$ cat src/rtl/alu_seq_unit.sv
// alu_seq_unit: sequential ALU with a one-shot handshake interface.
// Single-cycle ops (ADD/AND/SLT/SUB/OR/XOR/NOR) finish on the accept edge.
// MULT runs a 32-step unsigned shift-add, one multiplier bit per cycle.
// Optional feature macro: ALU_SEQ_MULT_HI_EN adds the res_hi port that
// carries product bits [63:32] and widens the accumulator to 64 bits.
module alu_seq_unit (
    input  logic        clk,
    input  logic        reset,
    input  logic        in_valid,
    output logic        in_ready,
    input  logic [31:0] a,
    input  logic [31:0] b,
    input  logic        s0,
    input  logic        s1,
    input  logic        s2,
    output logic        out_valid,
    input  logic        out_ready,
    output logic [31:0] res
`ifdef ALU_SEQ_MULT_HI_EN
    ,
    output logic [31:0] res_hi
`endif
);

`ifdef ALU_SEQ_MULT_HI_EN
    localparam int PW = 64;
`else
    localparam int PW = 32;
`endif

    localparam logic [2:0] OP_ADD  = 3'b000;
    localparam logic [2:0] OP_AND  = 3'b001;
    localparam logic [2:0] OP_MULT = 3'b010;
    localparam logic [2:0] OP_SLT  = 3'b011;
    localparam logic [2:0] OP_SUB  = 3'b100;
    localparam logic [2:0] OP_OR   = 3'b101;
    localparam logic [2:0] OP_XOR  = 3'b110;
    localparam logic [2:0] OP_NOR  = 3'b111;

    localparam logic [5:0] MUL_STEPS = 6'd32;

    typedef enum logic [1:0] {
        IDLE = 2'd0,
        MUL  = 2'd1,
        DONE = 2'd2
    } state_t;

    state_t          state_q, state_d;
    logic [PW-1:0]   mcand_q, mcand_d;
    logic [31:0]     mplier_q, mplier_d;
    logic [PW-1:0]   acc_q, acc_d;
    logic [5:0]      cnt_q, cnt_d;
    logic [31:0]     res_q, res_d;
`ifdef ALU_SEQ_MULT_HI_EN
    logic [31:0]     res_hi_q, res_hi_d;
`endif

    logic [2:0]      op;
    logic [31:0]     alu_res;
    logic            accept;

    assign op     = {s2, s1, s0};
    assign accept = (state_q == IDLE) && in_valid;

    // Single-cycle result computed straight from the inputs on the accept edge
    always_comb begin
        alu_res = 32'h0;
        case (op)
            OP_ADD:  alu_res = a + b;
            OP_AND:  alu_res = a & b;
            OP_SLT:  alu_res = ($signed(a) < $signed(b)) ? 32'h1 : 32'h0;
            OP_SUB:  alu_res = a - b;
            OP_OR:   alu_res = a | b;
            OP_XOR:  alu_res = a ^ b;
            OP_NOR:  alu_res = ~(a | b);
            default: alu_res = 32'h0;
        endcase
    end

    // FSM next state and handshake outputs
    always_comb begin
        state_d   = state_q;
        in_ready  = 1'b0;
        out_valid = 1'b0;
        case (state_q)
            IDLE: begin
                in_ready = 1'b1;
                if (in_valid) begin
                    state_d = (op == OP_MULT) ? MUL : DONE;
                end
            end
            MUL: begin
                // The extra cycle at cnt_q == 32 moves the product into res.
                if (cnt_q == MUL_STEPS) begin
                    state_d = DONE;
                end
            end
            DONE: begin
                out_valid = 1'b1;
                if (out_ready) begin
                    state_d = IDLE;
                end
            end
            default: state_d = IDLE;
        endcase
    end

    // Datapath next state: operand capture, shift-add steps, result load
    always_comb begin
        mcand_d  = mcand_q;
        mplier_d = mplier_q;
        acc_d    = acc_q;
        cnt_d    = cnt_q;
        res_d    = res_q;
`ifdef ALU_SEQ_MULT_HI_EN
        res_hi_d = res_hi_q;
`endif
        if (accept) begin
            mcand_d  = PW'(a);
            mplier_d = b;
            acc_d    = '0;
            cnt_d    = 6'd0;
            if (op != OP_MULT) begin
                res_d = alu_res;
`ifdef ALU_SEQ_MULT_HI_EN
                res_hi_d = 32'h0;
`endif
            end
        end else if (state_q == MUL) begin
            if (cnt_q == MUL_STEPS) begin
                res_d = acc_q[31:0];
`ifdef ALU_SEQ_MULT_HI_EN
                res_hi_d = acc_q[63:32];
`endif
            end else begin
                if (mplier_q[0]) begin
                    acc_d = acc_q + mcand_q;
                end
                mcand_d  = mcand_q << 1;
                mplier_d = mplier_q >> 1;
                cnt_d    = cnt_q + 6'd1;
            end
        end
    end

    // FSM state register
    always_ff @(posedge clk) begin
        if (reset) begin
            state_q <= IDLE;
        end else begin
            state_q <= state_d;
        end
    end

    // Datapath registers; reset discards any pending result
    always_ff @(posedge clk) begin
        if (reset) begin
            mcand_q  <= '0;
            mplier_q <= 32'h0;
            acc_q    <= '0;
            cnt_q    <= 6'd0;
            res_q    <= 32'h0;
`ifdef ALU_SEQ_MULT_HI_EN
            res_hi_q <= 32'h0;
`endif
        end else begin
            mcand_q  <= mcand_d;
            mplier_q <= mplier_d;
            acc_q    <= acc_d;
            cnt_q    <= cnt_d;
            res_q    <= res_d;
`ifdef ALU_SEQ_MULT_HI_EN
            res_hi_q <= res_hi_d;
`endif
        end
    end

    assign res = res_q;
`ifdef ALU_SEQ_MULT_HI_EN
    assign res_hi = res_hi_q;
`endif

endmodule

$ cat config.mk
export PLATFORM = sky130hd
export DESIGN_NAME = alu_seq_unit
export DESIGN_NICKNAME = d
export VERILOG_FILES = /design/src/rtl/alu_seq_unit.sv
export SDC_FILE = /design/constraint.sdc
export NUM_CORES = 1
export LEC_CHECK = 0
export ABC_AREA = 0
export BUFFER_PORTS_ARGS = -buffer_cell sky130_fd_sc_hd__buf_2
export CAP_MARGIN = 20
export CORE_MARGIN = 3
export CORE_UTILIZATION = 45
export DETAILED_ROUTE_END_ITERATION = 16
export GPL_TIMING_DRIVEN = 0
export SKIP_LAST_GASP = 1
export SLEW_MARGIN = 40
export SYNTH_ARGS = -nofsm -noshare
export SYNTH_HDL_FRONTEND = slang
export SYNTH_SLANG_ARGS = --single-unit
$ cat constraint.sdc
create_clock -name clk -period 5.16 [get_ports clk]
set_input_delay 1.032 -clock clk [delete_from_list [all_inputs] [get_ports clk]]
set_output_delay 1.032 -clock clk [all_outputs]
set_load 0.02 [all_outputs]
==> impl_metrics.csv <==
group,metric,value,unit
clock_network,clk_pin_slew,0.07,ns
power,power.total,3590,µW
power,seq_power_share,32.9,%
hold_path,holdPathStages,2,
global_routing,antenna_found_initial,0,
route,wl_per_cell,23.1,µm
route,detail-route-antenna-nets,0,
clock_network,cts.htree.levels,4,
sta,period_needed,4.04,ns
synth,synth_edf_count,0,
placement,finalWeightedCongestion,0.982,
synth,synth_top_area_cell,"dfxtp_1",
synth,ys.flop_type,"dfxtp_1",
die,dieWidth,174,µm
route,drt-pass1-iter-count,8,
synth,synthesis.area,0.0127,mm²
synth,yosysSeqAreaShare,21.5,%
critical_path,worstSetupStartpointType,"input port",
critical_path,cp_data_arrival_time,4.36,ns
critical_path,critPathMaxFanout,6,
clock_network,tritoncts,"done",
power,power.density,252,mW/mm²
hold_path,min_to,"acc_q[31]",
critical_path,crit_type,"in -> reg",
sta,report.final.slew_viol_count,0,
sta,hold_ws,0.491,ns
outcome,outcome,"completed",
clock_network,cts_buffer_depth,2,
die,die-height,174,µm
critical_path,crit_required,5.48,ns
sta,post-route-period-util,78.3,%
clock_network,cts_buffers,17,
clock_network,post_cts_buffers,0,
placement,io_buffers,102,
placement,place_ws,0.754,ns
final_layout,fillers,2822,
power,p_leak,0.00592,µW
clock_network,clk_latency,0.45,ns
global_routing,grtUsageTotal,32.6,%
die,io_pins,105,
global_routing,grt_pass1_wl,76.7,mm
clock_network,root_buffer,"clkbuf_16",
power,ir_worst_vdd,0.000209,V
critical_path,reg2reg_to,"acc_q[30]",
global_routing,grt_max_degree,17,
critical_path,r2r_slack,2.11,ns
synth,yosys_register_bits,136,
placement,hpwl,39.7,mm
power,p_sw,1400,µW
synth,yosysMostFrequentCell,"nor2_1",
synth,synth.top_cells.by_count,"nor2_1, a21oi_1, ha_1",
sta,fin_skew,0.0132,ns
final_layout,fin_nets,2019,
power,comb_power_share,30.7,%
die,core_area,0.0273,mm²
die,die-area,0.0302,mm²
clock_network,cts_resized,0,
placement,placed_cells,2155,
synth,synth_cells,1681,
synth,synth_area_leaders,"dfxtp_1, ha_1, a21oi_1",
clock_network,cts_sinks,136,
power,power.share.clock,36.4,%
power,p_int,2190,µW
final_layout,area_growth,12.7,%
sta,finalSetupTns,0,ns
critical_path,r2r_cells,13,
sta,setup_viol,0,
sta,rsz0062_at_grt,"no",
route,route.detailed.drc,0,
final_layout,final_cells,2189,
critical_path,cp-end-kind,"flip-flop",
sta,hold_violations,0,
power,switching_share,39.1,%
route,totalWireLength,50.7,mm
hold_path,worstHoldStart,"acc_q[31]",
final_layout,layout-drive-gt1-share,10.3,%
synth,synth_nets,1896,
synth,ys_warn_count,0,
sta,fin_ws,1.12,ns
route,drtIter0Drc,1666,
final_layout,diodes,0,
hold_path,hold_class,"reg -> reg",
sta,slew_headroom,40.3,%
sta,clock.fmax,0.247,GHz
critical_path,regToRegStartpoint,"acc_q[0]",
clock_network,hold_buffers,0,
die,initial_core_util,46.3,%
global_routing,grt_overflow,0,
global_routing,grt_pass1_vias,12815,
route,vias_per_cell,6.15,
route,vias,13466,
die,core.rowCount,60,
synth,async_reset_ff_share,0,%
flow_run,cap_violations,0,
synth,synth_cell_types,86,
synth,synth_top_area_share,21.5,%
synth,syn_avg_cell_area,7.53,µm²
sta,tightestPinTransition,0.889,ns
[cells by family after synthesis]
| family | Yosys count | share of synthesized area (%) |
|---|---|---|
| flops | 136 | 21.5 |
| mux | 69 | 5.47 |
| fa+ha+maj | 144 | 14.4 |
| xor+xnor | 66 | 4.57 |
| simple gates | 484 | 17.1 |
| compound gates | 562 | 30.1 |
| buf+inv | 220 | 6.75 |
[sequential cells by signal (all words and copies together), names as in the netlist]
| name | count |
|---|---|
| cnt_q | 6 |
| res | 32 |
| state_q | 2 |
| mcand_q | 32 |
| mplier_q | 32 |
| acc_q | 32 |
[worst max-delay path: stages]
cell and delay, ns:
buf_2 0.18, inv_1 0.06, ha_1 0.39, or2_1 0.31, or3_1 0.33, a21oi_2 0.21
o21ai_2 0.14, o211ai_2 0.29, a31oi_1 0.22, o41ai_2 0.38, mux2_1 0.39, a221oi_2 0.33
a211oi_2 0.07
[per-layer routing]
metal  share of wire [%]  global-route usage [%]  vias to the layer above
met2                  43                    50.3                      666
li1                    -                       -                     6342
met3                 9.2                    6.81                       98
met1                  45                    45.5                     6360
met4                 2.8                    10.5                        0
met5                   0                       0                        -
[placed cells by master (no fill, tap or decap), types with 5 or more instances in the layout]
cell / Yosys / final
nand4_1: 11 / 11
and2_1: 6 / 6
a311oi_1: 8 / 8
o2111ai_1: 7 / 7
ha_1: 141 / 141
o22ai_1: 20 / 20
a211oi_1: 88 / 88
or3_1: 6 / 6
buf_2: 17 / 121
o21ai_0: 85 / 85
a2111oi_0: 7 / 7
o31ai_1: 10 / 10
xor2_1: 28 / 28
nand2_1: 133 / 133
a31oi_1: 21 / 21
buf_1: 16 / 14
a221oi_1: 15 / 15
dfxtp_1: 136 / 136
nor4_1: 6 / 6
or2_2: 5 / 5
a21oi_1: 142 / 142
nor3_1: 31 / 31
clkbuf_1: 77 / 76
o21ai_1: 9 / 9
mux2i_1: 68 / 68
o21a_1: 9 / 9
and3_1: 7 / 7
nand2b_1: 14 / 14
xnor2_1: 38 / 38
a222oi_1: 5 / 5
nor2_1: 182 / 180
a22oi_1: 17 / 17
inv_1: 105 / 105
o211ai_1: 18 / 18
clkbuf_16: 0 / 17
a21o_1: 28 / 28
nand3_1: 52 / 52
nor2b_1: 18 / 18
o31a_1: 5 / 5
o21bai_1: 18 / 18
[power groups by stage]
| stage | Sequential [µW] | Clock, µW | Combinational, µW |
|---|---|---|---|
| CTS | 1180 | 1310 | 1070 |
| floorplan | 1200 | 0 | 695 |
| finish | 1180 | 1310 | 1100 |
| detailed placement | 1200 | 0 | 1060 |
| global placement | 1200 | 0 | 1050 |
| global route | 1190 | 1350 | 1190 |
[area by class of cell]
cell class | count | area [µm²] | share of cell area, %
Buffer | 111 | 449 | 3.15
Timing Repair Buffer | 104 | 529 | 3.71
Sequential cell | 136 | 2720 | 19.1
Clock inverter | 15 | 178 | 1.25
Multi-Input combinational cell | 1325 | 9080 | 63.7
Tap cell | 372 | 465 | 3.26
Inverter | 109 | 409 | 2.87
Clock buffer | 17 | 425 | 2.98
[through the flow]
| step | util, % | area [µm²] |
|---|---|---|
| after global placement | 49.9 | 13600 |
| final | 52.2 | 14300 |
| after CTS | 52.1 | 14200 |
| after global routing | 52.2 | 14300 |
| after detailed placement | 49.9 | 13600 |
| after floorplan | - | 12700 |
[worst max path at each step]
stage          startpoint       to  slack [ns]  depth (start not counted)
5_1_grt              a[6]  res[31]        1.05                         13
4_1_cts              a[6]  res[31]        1.21                         13
2_1_floorplan       a[11]  res[31]        1.55                         11
3_5_place_dp         a[6]  res[31]        0.75                         13
3_3_place_gp         a[6]  res[31]        0.76                         13
6_report             a[6]  res[31]        1.12                         13
Power figures use the tool's default switching activity.
